## src/rtl/hex_viewer_pkg.sv

```systemverilog
// Shared constants and the hex-to-seven-segment decoder for the multi-digit hex viewer.
// Segments are active-low and ordered {g,f,e,d,c,b,a}.
package hex_viewer_pkg;

    localparam logic [6:0] SEG_BLANK = 7'h7F;
    localparam logic [2:0] ANIM_LAST = 3'd6;

    // Segment reveal sequence for animation steps 0..5; step 6 shows the decoded value.
    localparam logic [6:0] REVEAL_PAT [0:5] = '{7'h7F, 7'h7E, 7'h7C, 7'h78, 7'h70, 7'h60};

    typedef enum logic {
        ST_IDLE = 1'b0,
        ST_ANIM = 1'b1
    } anim_state_e;

    function automatic logic [6:0] hex_to_seg(input logic [3:0] nibble);
        logic [6:0] seg;
        case (nibble)
            4'h0:    seg = 7'h40;
            4'h1:    seg = 7'h79;
            4'h2:    seg = 7'h24;
            4'h3:    seg = 7'h30;
            4'h4:    seg = 7'h19;
            4'h5:    seg = 7'h12;
            4'h6:    seg = 7'h02;
            4'h7:    seg = 7'h78;
            4'h8:    seg = 7'h00;
            4'h9:    seg = 7'h10;
            4'hA:    seg = 7'h08;
            4'hB:    seg = 7'h03;
            4'hC:    seg = 7'h46;
            4'hD:    seg = 7'h21;
            4'hE:    seg = 7'h06;
            4'hF:    seg = 7'h0E;
            default: seg = SEG_BLANK;
        endcase
        return seg;
    endfunction

endpackage

```

## src/rtl/hex_digit_anim.sv

```systemverilog
// One display digit: latches its nibble, runs the 7-step change animation and
// selects the segment pattern for the current step (unregistered; the top registers it).
module hex_digit_anim
    import hex_viewer_pkg::*;
(
    input  logic       clk,
    input  logic       rst_n,
    input  logic [3:0] nibble_sync,
    input  logic       tick,
    input  logic       mode_blink,
    output logic [6:0] seg,
    output logic       active,
    output logic [3:0] latched
);

    anim_state_e state_r, state_s;
    logic [2:0]  step_r, step_s;
    logic [3:0]  latch_r, latch_s;
    logic [6:0]  value_seg_s;
    logic [6:0]  seg_s;

    // State, step counter and latched nibble registers.
    always_ff @(posedge clk or negedge rst_n) begin
        if (!rst_n) begin
            state_r <= ST_IDLE;
            step_r  <= 3'd0;
            latch_r <= 4'd0;
        end else begin
            state_r <= state_s;
            step_r  <= step_s;
            latch_r <= latch_s;
        end
    end

    // Next state: a nibble change restarts the animation and beats a same-cycle tick.
    always_comb begin
        state_s = state_r;
        step_s  = step_r;
        latch_s = latch_r;
        if (nibble_sync != latch_r) begin
            latch_s = nibble_sync;
            step_s  = 3'd0;
            state_s = ST_ANIM;
        end else if ((state_r == ST_ANIM) && tick) begin
            if (step_r < ANIM_LAST) begin
                step_s = step_r + 3'd1;
            end else begin
                step_s  = 3'd0;
                state_s = ST_IDLE;
            end
        end else begin
            state_s = state_r;
        end
    end

    // Segment pattern for the current state; mode_blink only changes how a step renders.
    always_comb begin
        value_seg_s = hex_to_seg(latch_r);
        seg_s       = value_seg_s;
        if (state_r == ST_ANIM) begin
            if (mode_blink) begin
                seg_s = step_r[0] ? value_seg_s : SEG_BLANK;
            end else begin
                case (step_r)
                    3'd0:    seg_s = REVEAL_PAT[0];
                    3'd1:    seg_s = REVEAL_PAT[1];
                    3'd2:    seg_s = REVEAL_PAT[2];
                    3'd3:    seg_s = REVEAL_PAT[3];
                    3'd4:    seg_s = REVEAL_PAT[4];
                    3'd5:    seg_s = REVEAL_PAT[5];
                    default: seg_s = value_seg_s;
                endcase
            end
        end else begin
            seg_s = value_seg_s;
        end
    end

    assign seg     = seg_s;
    assign active  = (state_r == ST_ANIM);
    assign latched = latch_r;

endmodule

```

## src/rtl/multi_hex_viewer.sv

```systemverilog
// N-digit hex viewer: synchronises the switch value, shares one step divider across
// all digit animators, applies leading-zero blanking and registers hex_out and busy.
module multi_hex_viewer
    import hex_viewer_pkg::*;
#(
    parameter int N_DIGITS = 4,
    parameter int CLK_HZ   = 50_000_000,
    parameter int FAST_HZ  = 10,
    parameter int SLOW_HZ  = 2
) (
    input  logic                  CLOCK_50,
    input  logic                  RESET_N,
    input  logic [4*N_DIGITS-1:0] value_in,
    input  logic                  speed_fast,
    input  logic                  mode_blink,
    input  logic                  lz_blank,
    output logic [7*N_DIGITS-1:0] hex_out,
    output logic                  busy
);

    localparam int DIV_W = $clog2(CLK_HZ / SLOW_HZ);
    localparam logic [DIV_W-1:0] LIMIT_FAST = DIV_W'(CLK_HZ / FAST_HZ - 1);
    localparam logic [DIV_W-1:0] LIMIT_SLOW = DIV_W'(CLK_HZ / SLOW_HZ - 1);

    logic [4*N_DIGITS-1:0] sync1_r, sync2_r;
    logic [DIV_W-1:0]      cnt_r;
    logic [DIV_W-1:0]      limit_s;
    logic                  tick_s;
    logic [6:0]            seg_s     [N_DIGITS];
    logic [3:0]            latched_s [N_DIGITS];
    logic [N_DIGITS-1:0]   active_s;
    logic [N_DIGITS-1:0]   blank_s;
    logic [7*N_DIGITS-1:0] hex_nxt_s;
    logic [7*N_DIGITS-1:0] hex_out_r;
    logic                  busy_r;

    // Two-flop synchroniser for the asynchronous switch inputs.
    always_ff @(posedge CLOCK_50 or negedge RESET_N) begin
        if (!RESET_N) begin
            sync1_r <= {(4*N_DIGITS){1'b0}};
            sync2_r <= {(4*N_DIGITS){1'b0}};
        end else begin
            sync1_r <= value_in;
            sync2_r <= sync1_r;
        end
    end

    // A >= compare lets a mid-count speed change produce the next tick within one cycle.
    assign limit_s = speed_fast ? LIMIT_FAST : LIMIT_SLOW;
    assign tick_s  = (cnt_r >= limit_s);

    // Shared animation step divider.
    always_ff @(posedge CLOCK_50 or negedge RESET_N) begin
        if (!RESET_N) begin
            cnt_r <= {DIV_W{1'b0}};
        end else if (tick_s) begin
            cnt_r <= {DIV_W{1'b0}};
        end else begin
            cnt_r <= cnt_r + DIV_W'(1);
        end
    end

    for (genvar g = 0; g < N_DIGITS; g++) begin : g_digit
        hex_digit_anim u_digit (
            .clk         (CLOCK_50),
            .rst_n       (RESET_N),
            .nibble_sync (sync2_r[4*g +: 4]),
            .tick        (tick_s),
            .mode_blink  (mode_blink),
            .seg         (seg_s[g]),
            .active      (active_s[g]),
            .latched     (latched_s[g])
        );
    end

    // Leading-zero blanking: scan from the top digit while every nibble so far is zero.
    always_comb begin
        logic higher_zero;
        blank_s     = {N_DIGITS{1'b0}};
        hex_nxt_s   = {(7*N_DIGITS){1'b1}};
        higher_zero = 1'b1;
        for (int i = N_DIGITS - 1; i >= 0; i--) begin
            higher_zero = higher_zero & (latched_s[i] == 4'd0);
            blank_s[i]  = lz_blank & (i != 0) & higher_zero & ~active_s[i];
            hex_nxt_s[7*i +: 7] = blank_s[i] ? SEG_BLANK : seg_s[i];
        end
    end

    // Output registers; reset shows all digits blank.
    always_ff @(posedge CLOCK_50 or negedge RESET_N) begin
        if (!RESET_N) begin
            hex_out_r <= {(7*N_DIGITS){1'b1}};
            busy_r    <= 1'b0;
        end else begin
            hex_out_r <= hex_nxt_s;
            busy_r    <= |active_s;
        end
    end

    assign hex_out = hex_out_r;
    assign busy    = busy_r;

endmodule

```

## config.mk

```make
export PLATFORM = sky130hd
export DESIGN_NAME = multi_hex_viewer
export DESIGN_NICKNAME = d
export VERILOG_FILES = /design/src/rtl/hex_viewer_pkg.sv /design/src/rtl/hex_digit_anim.sv /design/src/rtl/multi_hex_viewer.sv
export SDC_FILE = /design/constraint.sdc
export NUM_CORES = 1
export LEC_CHECK = 0
export CAP_MARGIN = 5
export CORE_MARGIN = 3
export CORE_UTILIZATION = 35
export CTS_CLUSTER_DIAMETER = 40
export DETAILED_ROUTE_END_ITERATION = 6
export PLACE_DENSITY = 0.62
export SLEW_MARGIN = 30
export SYNTH_ARGS = -nofsm -noshare
export SYNTH_HDL_FRONTEND = slang
export SYNTH_HIERARCHICAL = 1
export SYNTH_SLANG_ARGS = --single-unit
```

## constraint.sdc

```tcl
create_clock -name CLOCK_50 -period 2.9 [get_ports CLOCK_50]
set_input_delay 0.725 -clock CLOCK_50 [delete_from_list [all_inputs] [get_ports CLOCK_50]]
set_output_delay 0.725 -clock CLOCK_50 [all_outputs]
set_load 0.005 [all_outputs]
```

Word level (Yosys, flattened, before mapping)
Memory sizes are Yosys's and may differ from the RTL's.
Index checks and enable logic that the tools add are counted.
{ "word_totals": {"reg_bits": 118, "mem_bits_ro": 448, "in_bits": 21, "out_inout_bits": 29, "word_cells": 135, "mem_count": 4} }
{ "op_classes": {"addsub": 5, "order_cmp": 5, "eq_ne": 28, "mux": 45, "bitwise_logic": 11, "n_reduce_logical": 20} }
{ "mem_list": {"columns": ["memory", "words", "word_bits", "read_ports", "rd_ports_with_merged_regs", "write_ports", "line_no", "source"], "rows": [
  ["(no name shown)", 16, 7, 1, 0, 0, "hex_viewer_pkg.sv:18", "case (nibble)"],
  ["(no name shown)", 16, 7, 1, 0, 0, "hex_viewer_pkg.sv:18", null],
  ["(no name shown)", 16, 7, 1, 0, 0, "hex_viewer_pkg.sv:18", null],
  ["(no name shown)", 16, 7, 1, 0, 0, "hex_viewer_pkg.sv:18", null]
]} }
{ "op_table": {"columns": ["operator", "count"], "rows": [
  ["$pmux 7 s6", 4],
  ["$mux 7", 15],
  ["$mux 25", 2],
  ["$mux 3", 12],
  ["$add 25x1->25 const B", 1],
  ["$ge 25x25->1", 1],
  ["$eq 3x2->1 const B", 8],
  ["$eq 3x3->1 const B", 8],
  ["$ne 4x4->1", 4],
  ["$add 3x1->3 const B", 4],
  ["$eq 3x1->1 const B", 4],
  ["$logic_not 3->1", 4],
  ["$logic_not 4->1", 3],
  ["$lt 3x3->1 const B", 4],
  ["$mux 1", 12],
  ["$and 1x1->1", 8],
  ["$ne 2x1->1 const B", 4],
  ["$reduce_and 2->1", 4],
  ["$reduce_bool 2->1", 4],
  ["$logic_and 1x1->1", 4],
  ["$reduce_or 4->1", 1],
  ["$not 1->1", 3]
]} }

Longest topological paths before layout
{ "logic_depth": {"ltp_word": 6, "depth_mapped": 11, "ltp_nobuf": 10} }

Modules after synthesis
The synthesis kept the hierarchy.
{ "modules_own_cells": {"columns": ["mod", "instances", "cells_per_inst", "area_per_inst_um2"], "rows": [
  ["multi_hex_viewer", 1, 240, 3251.9],
  ["hex_digit_anim (g_digit[0].u_digit ...)", 3, 99, 824.5],
  ["hex_digit_anim (g_digit[2].u_digit)", 1, 90, 793.3]
]} }

Worst setup path before layout
OpenSTA, ideal clock, no wires.
{ "synth_timing": {"path_kind": "input to register", "from": "input port speed_fast", "to": "register g_digit[3].u_digit.step_r[0]", "setup_time_ns": 0.073, "arrival_ns": 2.505, "setup_slack_ns": 0.323, "path_stages": 10, "cell_sequence": "ha_1 nand4b_4 nor3_2 a2111oi_2 o41ai_4 buf_6 nand2_1 a21oi_1 mux2i_1 nor2_1"} }
{ "synth_between": {"elab_chain_cells": 4} }
{ "synth_lines": {"columns": ["element", "line_no", "source"], "rows": [
  ["start, declared", "multi_hex_viewer.sv:14", "input logic speed_fast,"],
  ["$mux 25", "multi_hex_viewer.sv:49", "assign limit_s = speed_fast ? LIMIT_FAST : LIMIT_SLOW;"],
  ["$ge 25x25->1", "multi_hex_viewer.sv:50", "assign tick_s = (cnt_r >= limit_s);"],
  ["via tick_s", "multi_hex_viewer.sv:28", "logic tick_s;"],
  ["$logic_and 1x1->1", "hex_digit_anim.sv:44", "end else if ((state_r == ST_ANIM) && tick) begin"],
  ["$reduce_bool 2->1 (no line)", null, null],
  ["end signal, assigned", "hex_digit_anim.sv:30", "step_r <= step_s;"],
  ["end, declared", "hex_digit_anim.sv:17", "logic [2:0] step_r, step_s;"]
]} }
The timed path passes the listed nets, and every way through them passes these cells.
A chain may end at the register's enable or synchronous reset.

Worst setup path after layout
{ "layout_timing": {"from": "input port speed_fast", "to": "register g_digit[3].u_digit.step_r[0]"} }
{ "layout_between": {"elab_chain_cells": 4} }
{ "layout_lines": {"columns": ["element", "line_no"], "rows": [
  ["$mux 25", "multi_hex_viewer.sv:49"],
  ["$ge 25x25->1", "multi_hex_viewer.sv:50"],
  ["$logic_and 1x1->1", "hex_digit_anim.sv:44"],
  ["$reduce_bool 2->1 (no line)", null]
]} }
Every way passes these cells.

==> flow_summary.json <==
{
  "clock_skew_ns": 0.0131,
  "insertedDiodeCount": 0,
  "first_pass_iters": 5,
  "ys_types": 64,
  "final_cell_mix": "90 x dfrtp_1, 61 x nor2_1, 55 x ha_1",
  "cts_buffer_depth": 2,
  "ir_drop_mv": 0.368,
  "place_hpwl_mm": 9.16,
  "core.rowCount": 49,
  "cts_buffers": 17,
  "report.final.slew_viol_count": 0,
  "grt_start_max_net_pins": 45,
  "avgViaCountPerCell": 5.05,
  "setup_viol": 0,
  "fp.dieArea_mm2": 0.0203,
  "fin_nets": 748,
  "critical_path.top_delay_family": "compound AO/OA/AOI/OAI gates",
  "place.port_buffers": 49,
  "drc": 0,
  "syn_avg_cell_area_um2": 10.4,
  "setup_slack_ns": 0.332,
  "cp.required_ns": 3.23,
  "cts_max_level": 4,
  "syn-num-nets": 703,
  "fin_crit_ns": 2.57,
  "synth-edff-count": 0,
  "powerDensity_mw_per_mm2": 537,
  "max_freq_mhz": 389,
  "cts_hold_buf": 0,
  "cp-end-kind": "register",
  "cts_tree": "done",
  "cp_max_fo": 10,
  "ant_nets": 0,
  "slew_headroom": 0.556,
  "fp.dieH_um": 142,
  "slowest_delay_ns": 0.39,
  "grt_util_all_layers": 0.132,
  "boundaryPins": 50,
  "fill_cells": 1664,
  "antenna_found_initial": 0,
  "die_x_um": 142,
  "layout_commonest_cell": "dfrtp_1",
  "post-place-ws_ns": -0.327,
  "root_buffer": "clkbuf_16",
  "syn_to_final_growth_pct": 19.6,
  "synthFlopType": "dfrtp_1",
  "post-cts-setup-buffers": 0,
  "maxCapViolCount": 0,
  "clkLatencyLatePin_ns": 0.41,
  "clkTransAtPathRegs_ns": 0.05,
  "clock_sinks": 118,
  "outcome": "finished, final reports clean",
  "final_util": 0.430,
  "start_util": 0.359,
  "regArea_mm2": 0.00299,
  "netlist_area_mm2": 0.00652,
  "num_vias": 4612,
  "synth_cells": 627,
  "critPathKind": "in2reg",
  "rsz0062_at_grt": "false",
  "critical-path-slowest-cell": "o41ai_4",
  "power_mw": 4.18,
  "critical_path_buf_inv_count": 3,
  "grt_pass1_vias": 4598,
  "synthArstFlopShare": 1.00,
  "wirelength_mm": 12.9,
  "core_area_mm2": 0.0181,
  "period_share": 0.886,
  "drive_gt1_frac": 0.166,
  "tightest_slew_ns": 0.662,
  "wl_per_cell_um": 14.1,
  "multi_input_area_mm2": 0.00322,
  "drtIter0Drc": 303,
  "start_kind": "primary input",
  "critPathArrivalTime_ns": 2.90,
  "hold_path_class": "in2async",
  "timing.hold.ws_ns": 0.326,
  "ys_seq_elements": 118,
  "hold_viol_final": 0,
  "grt-ovfl-total": 0,
  "cp_cell_sequence": "dlymetal6s2s_1 -> inv_1 -> ha_1 -> nand4b_1 -> nor3_2 -> a2111oi_4 -> o41ai_4 -> buf_12 -> nand2_1 -> a21oi_1 -> mux2i_1 -> nor2_1",
  "yosysWarnings": 6,
  "finalSetupTns_ns": 0,
  "power.leakage_nw": 3.34,
  "synth.yosys.seq_area_share": 0.458,
  "grt_pass1_wl_mm": 21.9,
  "globalplace.congestion": 0.901
}
-- layer usage --
layer / wire (um) / track usage / share of wire
met5: 0 / 0 / 0
met3: 472 / 0.0390 / 0.037
met4: 157 / 0.0490 / 0.012
met2: 6270 / 0.218 / 0.49
met1: 5950 / 0.165 / 0.46
-- power breakdown --
group	switching, mW	internal [mW]
combinational	0.221	0.207
sequential	0.106	1.74
clock	0.700	1.21
total	1.03	3.16
-- synth_stat cells (all sizes together) (4+ instances only) --
cell type | n | area share
and3 | 4 | 0.0040
ha | 55 | 0.11
and2 | 6 | 0.0060
dfrtp | 90 | 0.35
buf | 15 | 0.017
a211oi | 4 | 0.0046
o22ai | 6 | 0.0058
nand2b | 16 | 0.015
xnor2 | 21 | 0.028
inv | 39 | 0.022
a2111oi | 7 | 0.019
nand3b | 4 | 0.0046
or2 | 14 | 0.013
mux2i | 14 | 0.021
nor3 | 13 | 0.012
mux4 | 4 | 0.014
dfstp | 28 | 0.11
nand3 | 10 | 0.0077
nand4 | 19 | 0.018
xor2 | 18 | 0.024
a21o | 5 | 0.0060
a21oi | 19 | 0.015
o21ai | 16 | 0.012
mux2 | 4 | 0.0069
nor2 | 64 | 0.038
nand2 | 50 | 0.029
a211o | 6 | 0.0081
a22oi | 10 | 0.012
and4 | 4 | 0.0056
nor2b | 4 | 0.0038
clkbuf | 21 | 0.012
-- area by class of cell --
type                       count  area share
tap                          229      0.0368
clock buffer                  22      0.0596
clock inverter                10      0.0103
timing repair buffer          62      0.0787
multi-input combinational    434       0.413
sequential                   118       0.383
inverter                      39      0.0188
-- final timing paths --
kind | startpoint | to | slack, ns | depth (start not counted)
hold reg to reg | sync1_r[13]$_DFF_PN0_ | sync2_r[13]$_DFF_PN0_ | 0.34 | 0
max in group asynchronous | RESET_N | hex_out[20]$_DFF_PN1_ | 1.85 | 2
setup / recovery | speed_fast | g_digit[3].u_digit/step_r[0]$_DFFE_PN0P_ | 0.33 | 12
setup reg to reg | cnt_r[12]$_DFF_PN0_ | g_digit[3].u_digit/step_r[0]$_DFFE_PN0P_ | 0.47 | 10
hold / removal | RESET_N | g_digit[1].u_digit/latched[2]$_DFFE_PN0N_ | 0.33 | 1
min in group CLOCK_50 | sync1_r[13]$_DFF_PN0_ | sync2_r[13]$_DFF_PN0_ | 0.34 | 0
-- cells by family (layout without fill, tap and decap cells) --
kind of cell             Yosys count  after routing  share of synthesized area
XOR/XNOR                          39             39                     0.0524
flip-flops                       118            118                      0.458
buffers and inverters             75            133                     0.0514
AO/OA/AOI/OAI                     96             96                      0.114
adder cells (fa/ha/maj)           55             55                      0.106
AND/OR/NAND/NOR                  222            222                      0.176
multiplexers                      22             22                     0.0422
-- registers in the layout, summed over array words and instances (netlist names) --
name                     flops
sync1_r                     16
g_digit.u_digit/latched     16
sync2_r                     16
hex_out                     28
g_digit.u_digit/step_r      12
cnt_r                       25
busy                         1
g_digit.u_digit/active       4
-- per-stage QoR --
stage | std cells | cell area, um^2
3_5_place_dp | 882 | 7230
6_report | 914 | 7790
4_1_cts | 914 | 7770
3_3_place_gp | 882 | 7230
2_1_floorplan | 627 | 6520
5_1_grt | 914 | 7790
-- repair_timing --
action	4_1_cts	5_1_grt
hold endpoints to repair	0	0
resized for setup	0	4
endpoints found under the setup margin	0	7
(Power assumes the default switching activity.)
==> variant 1, RTL diff (config.mk and constraints unchanged) <==
The parameter `SLOW_HZ` goes from 2 to 1.
--- a/src/rtl/multi_hex_viewer.sv
+++ b/src/rtl/multi_hex_viewer.sv
@@ -6,7 +6,7 @@
     parameter int N_DIGITS = 4,
     parameter int CLK_HZ   = 50_000_000,
     parameter int FAST_HZ  = 10,
-    parameter int SLOW_HZ  = 2
+    parameter int SLOW_HZ  = 1
 ) (
     input  logic                  CLOCK_50,
     input  logic                  RESET_N,
Behaviour: same outputs for any inputs over 10 cycles, from zero or initial values and one cycle with RESET_N low; that may be too few to reach the edited logic, so the function may still have changed.
==> variant 1 against the original RTL <==
- combinational power is 8.6% higher
- routed wire length down 2.5%
- sequential cell count is 1 higher
- worst setup slack improved by 0.10 ns
- cell area increased by 2.3%
- power rose by 7.9%
- synthesized area is 1.1% higher
- largest power group unchanged
- highest routed layer unchanged
==> variant 1: results (changes against the original RTL) <==
stage;metric;value;unit;change
clocking;cts_resized;0;;unchanged
logic_synthesis;syn-num-nets;715;;+1.7%
clocking;clk_latency;0.41;ns;about the same
worst_setup_path;critPathMaxStageDelay;0.36;ns;-0.03 ns
placement;postPlaceCellArea;0.00733;mm²;+1.5%
logic_synthesis;synthTopCellsByArea;dfrtp_1, ha_1, dfstp_2, nor2_1, xnor2_1;;
finish;nNetsFinal;764;;+2.1%
sta;skew;0.00715;ns;-0.00591 ns
detailed_routing;drt_iter0_drc;152;;-50%
logic_synthesis;synthArstFlopShare;100;%;unchanged
detailed_routing;firstDrtPassIters;4;;-1
worst_setup_path;cp_max_fo;9;;-1
sta;worst_slew_pin_slew;0.562;ns;-0.0998 ns
placement;gp_congestion;0.861;;-4.5%
clocking;cts_setup_buffers;0;;unchanged
pwr;netSwitchingFraction;24.4;%;-0.12 points
logic_synthesis;synth.distinct_cells;60;;-6.3%
logic_synthesis;synthTopCellsByCount;dfrtp_1, nor2_1, ha_1;;
global_routing;grt_pass1_vias;4711;;+2.5%
detailed_routing;viasPerCell;5.05;;about the same
placement;hpwl;9320;µm;+1.8%
finish;largest_reg_flops;28;;unchanged
pwr;power.leakage;3.40;nW;+2.0%
detailed_routing;wl_per_cell;13.5;µm;-3.6%
global_routing;antenna_found_initial;0;;unchanged
logic_synthesis;ys_warn_count;6;;unchanged
worst_setup_path;slowest_stage;a2111oi_2;;
global_routing;grt_max_degree;38;;-16%
global_routing;track_usage;12.7;%;-0.48 points
global_routing;grt_pass1_wl;21200;µm;-3.2%
outcome;status;finished clean;;
logic_synthesis;ys_seq_area_share;45.7;%;-0.12 points
pwr;ir_drop;0.000430;V;+17%
worst_setup_path;arrival;2.80;ns;-0.10 ns
finish;drive_above_1_share;16.4;%;-0.26 points
## variant 1: cell types whose count changed after synthesis, sizes merged, moves of 3 or more
cell	before	now
nor2	64	61
buf	15	12
ha	55	60
nand3	10	16
and2	6	3
nand4	19	15
o21a	3	6
## variant 1: final cells by class
| class | count | area (µm²) |
|---|---|---|
| well taps | 229 | 287 |
| fillers | 1679 | 10200 |
| clock buffers | 18 | 429 |
| flip-flops and latches | 119 | 3010 |
| multi-input cells | 441 | 3300 |
| clock inverters | 14 | 183 |
| repair buffers | 63 | 612 |
| inverters | 41 | 154 |
## variant 1: kinds of logic (layout without fill, tap and decap cells)
| logic type | after synthesis | after routing | synth area share, % |
|---|---|---|---|
| DFF | 119 | 119 | 45.7 |
| muxes | 22 | 22 | 4.18 |
| and+or+nand+nor | 217 | 217 | 17.3 |
| buffers and inverters | 74 | 136 | 4.59 |
| xor gates and xnor gates | 40 | 40 | 5.32 |
| AOI/OAI and AO/OA | 102 | 102 | 11.5 |
| adders and majority gates | 60 | 60 | 11.4 |
## variant 1: metal layers
metal,vias up,global-route usage (%),share of wire (%)
met4,0,6.29,2.2
li1,2290,-,-
met5,-,0,0
met2,83,21.2,49
met3,23,2.98,3.3
met1,2275,15.5,45
## variant 1: path summary, 6_finish.rpt
| kind | endpoint | cells past startpoint | from | slack (ns) |
|---|---|---|---|---|
| setup / recovery | g_digit[3].u_digit/step_r[0] | 12 | speed_fast | 0.44 |
| setup reg to reg | g_digit[3].u_digit/step_r[2] | 10 | cnt_r[13] | 0.58 |
| max in group asynchronous | hex_out[19] | 2 | RESET_N | 1.83 |
| min in group CLOCK_50 | sync2_r[11] | 0 | sync1_r[11] | 0.35 |
| hold / removal | g_digit[3].u_digit/step_r[1] | 1 | RESET_N | 0.28 |
| hold reg to reg | sync2_r[11] | 0 | sync1_r[11] | 0.35 |
## variant 1: power by group through the flow
stage | registers (mW) | logic, mW | clock network (mW)
floorplan | 1.89 | 0.322 | 0
detailed placement | 1.93 | 0.466 | 0
global route | 1.92 | 0.529 | 2.28
CTS | 1.90 | 0.468 | 2.21
global placement | 1.92 | 0.443 | 0
finish | 1.90 | 0.465 | 2.15
## variant 1: stage by stage
step / std cells / setup WS (ns)
after global routing: 925 / 0.297
after CTS: 925 / 0.0437
after global placement: 893 / -0.304
after detailed placement: 893 / -0.389
after floorplan: 634 / 0.225
final: 925 / 0.437
==> variant 2, RTL diff (same flow settings) <==
Without the edit above. Add an input register stage for `value_in`, `speed_fast`, `mode_blink` and `lz_blank`, with the module's reset; this delays them by one clock.
--- a/src/rtl/multi_hex_viewer.sv
+++ b/src/rtl/multi_hex_viewer.sv
@@ -22,6 +22,25 @@
     localparam logic [DIV_W-1:0] LIMIT_FAST = DIV_W'(CLK_HZ / FAST_HZ - 1);
     localparam logic [DIV_W-1:0] LIMIT_SLOW = DIV_W'(CLK_HZ / SLOW_HZ - 1);
 
+    logic [4*N_DIGITS-1:0] value_q;
+    logic speed_fast_q;
+    logic mode_blink_q;
+    logic lz_blank_q;
+
+    always_ff @(posedge CLOCK_50 or negedge RESET_N) begin
+        if (!RESET_N) begin
+            value_q      <= '0;
+            speed_fast_q <= '0;
+            mode_blink_q <= '0;
+            lz_blank_q   <= '0;
+        end else begin
+            value_q      <= value_in;
+            speed_fast_q <= speed_fast;
+            mode_blink_q <= mode_blink;
+            lz_blank_q   <= lz_blank;
+        end
+    end
+
     logic [4*N_DIGITS-1:0] sync1_r, sync2_r;
     logic [DIV_W-1:0]      cnt_r;
     logic [DIV_W-1:0]      limit_s;
@@ -40,13 +59,13 @@
             sync1_r <= {(4*N_DIGITS){1'b0}};
             sync2_r <= {(4*N_DIGITS){1'b0}};
         end else begin
-            sync1_r <= value_in;
+            sync1_r <= value_q;
             sync2_r <= sync1_r;
         end
     end
 
     // A >= compare lets a mid-count speed change produce the next tick within one cycle.
-    assign limit_s = speed_fast ? LIMIT_FAST : LIMIT_SLOW;
+    assign limit_s = speed_fast_q ? LIMIT_FAST : LIMIT_SLOW;
     assign tick_s  = (cnt_r >= limit_s);
 
     // Shared animation step divider.
@@ -66,7 +85,7 @@
             .rst_n       (RESET_N),
             .nibble_sync (sync2_r[4*g +: 4]),
             .tick        (tick_s),
-            .mode_blink  (mode_blink),
+            .mode_blink  (mode_blink_q),
             .seg         (seg_s[g]),
             .active      (active_s[g]),
             .latched     (latched_s[g])
@@ -81,7 +100,7 @@
         higher_zero = 1'b1;
         for (int i = N_DIGITS - 1; i >= 0; i--) begin
             higher_zero = higher_zero & (latched_s[i] == 4'd0);
-            blank_s[i]  = lz_blank & (i != 0) & higher_zero & ~active_s[i];
+            blank_s[i]  = lz_blank_q & (i != 0) & higher_zero & ~active_s[i];
             hex_nxt_s[7*i +: 7] = blank_s[i] ? SEG_BLANK : seg_s[i];
         end
     end
Function: changed (Yosys sat finds a counterexample within 4 cycles, from zero or initial values and one cycle with RESET_N low).
==> variant 2 against the original RTL <==
- worst setup slack gained 0.089 ns
- synthesized area grew 7.3%
- synthesized cell count grew 3.0%
- sequential cell count grew 19
- cell area grew 6.4%
- die area grew 7.0%
- cell count grew 5.0%
- count of clock-buffer cells in the layout shrank 3
- routed wire length shrank 5.9%
- maximum frequency grew 3.6%
- first-iteration DRC count shrank 24%
Power is not compared: it rests on default switching activity, and its combinational part moved more than twofold at a synthesized area within 25%.
==> variant 2: results (changes against the original RTL) <==
stage;metric;value;unit;change
outcome;status;finished clean;;
finish;nNetsFinal;758;;+1.3%
detailed_routing;firstDrtPassIters;4;;-1
finish;drive_above_1_share;15.3;%;-1.4 points
placement;pre_cts_slack;0.458;ns;+0.785 ns
detailed_routing;drt_iter0_drc;229;;-24%
worst_setup_path;cp_max_fo;25;;+15
logic_synthesis;yosysMostFrequentCell;dfrtp_1;;
worst_setup_path;r2r_slack;0.42;ns;-0.05 ns
finish;buffer_area_share;6.60;%;-1.3 points
finish;clk_share;7.32;%;+0.34 points
worst_setup_path;startpoint;speed_fast_q;;
logic_synthesis;ys_warn_count;6;;unchanged
finish;nMultiInputCombCells;434;;unchanged
placement;hpwl;8400;µm;-8.3%
global_routing;grt_pass1_vias;4336;;-5.7%
placement;gp_congestion;0.806;;-11%
worst_setup_path;critPathMaxStageDelay;0.48;ns;+0.09 ns
logic_synthesis;ys_ff_latch;137;;+16%
finish;stdcell_count;960;;+5.0%
pwr;power.leakage;3.53;nW;
clocking;cts_buffer_depth;2;;unchanged
finish;buffers;53;;-15%
finish;fillers;1881;;+13%
sta;skew;0.0135;ns;+0.000396 ns
worst_setup_path;arrival;2.82;ns;-0.08 ns
detailed_routing;wl_met2;5600;µm;-11%
global_routing;grt_max_degree;60;;+33%
clocking;cts_htree_levels;4;;unchanged
global_routing;antenna_found_initial;0;;unchanged
logic_synthesis;synthTopCellsByArea;dfrtp_1, dfstp_2, ha_1, nor2_1, nand2_1;;
detailed_routing;viasPerCell;4.71;;-6.7%
finish;largest_reg_flops;28;;unchanged
sta;final.min_clock_period;2.48;ns;-0.0890 ns
finish;clkbuf_count;19;;-14%
logic_synthesis;netlist_instances;646;;+3.0%
worst_setup_path;worstSetupPathType;reg2reg;;
worst_setup_path;r2r_cells;10;;unchanged
logic_synthesis;synthTopCellsByCount;dfrtp_1, nor2_1, ha_1;;
finish;seq_share;41.8;%;+3.4 points
logic_synthesis;syn-num-nets;722;;+2.7%
sta;worst_slew_pin_slew;0.706;ns;+0.0437 ns
detailed_routing;drt-met1-wl;5860;µm;-1.5%
worst_setup_path;slowest_stage;dfrtp_1;;
global_routing;track_usage;11.6;%;-1.6 points
placement;portBuffers;49;;unchanged
global_routing;grt_pass1_wl;20600;µm;-5.8%
hold_path;min_path_type;in2async;;
placement;dp.cells;928;;+5.2%
finish;inv_count;39;;unchanged
placement;postPlaceCellArea;0.00768;mm²;+6.3%
worst_setup_path;reg2reg_to;g_digit[1].u_digit/step_r[2];;
detailed_routing;routed.top_layer;met4;;
logic_synthesis;ys_seq_area_share;49.5;%;+3.7 points
detailed_routing;wl_met3;445;µm;-5.7%
detailed_routing;wl_per_cell;12.6;µm;-10%
clocking;cts_inserted_buffers;17;;unchanged
clocking;cts_setup_buffers;0;;unchanged
finish;multi_input_area_share;38.5;%;-2.7 points
sta;holdWs;0.250;ns;-0.0763 ns
==> variant 2: power by group <==
part	switching, mW	total, mW	internal (mW)
sequential	0.0582	2.02	1.96
clock	0.860	2.20	1.34
combinational	0.103	0.206	0.103
total	1.02	4.43	3.40
==> variant 2: layer usage <==
layer | global-route usage (%) | vias to the layer above
li1 | - | 2295
met1 | 15.5 | 2140
met2 | 17.9 | 69
met3 | 3.15 | 16
met4 | 4.75 | 0
met5 | 0 | -
==> variant 2: cells by family after synthesis <==
| kind of cell | Yosys count | synth area share (%) |
|---|---|---|
| buffers and inverters | 75 | 4.79 |
| xor gates and xnor gates | 39 | 4.88 |
| and+or+nand+nor | 222 | 16.4 |
| AOI/OAI and AO/OA | 96 | 10.6 |
| muxes | 22 | 3.94 |
| adders and majority gates | 55 | 9.84 |
| DFF | 137 | 49.5 |
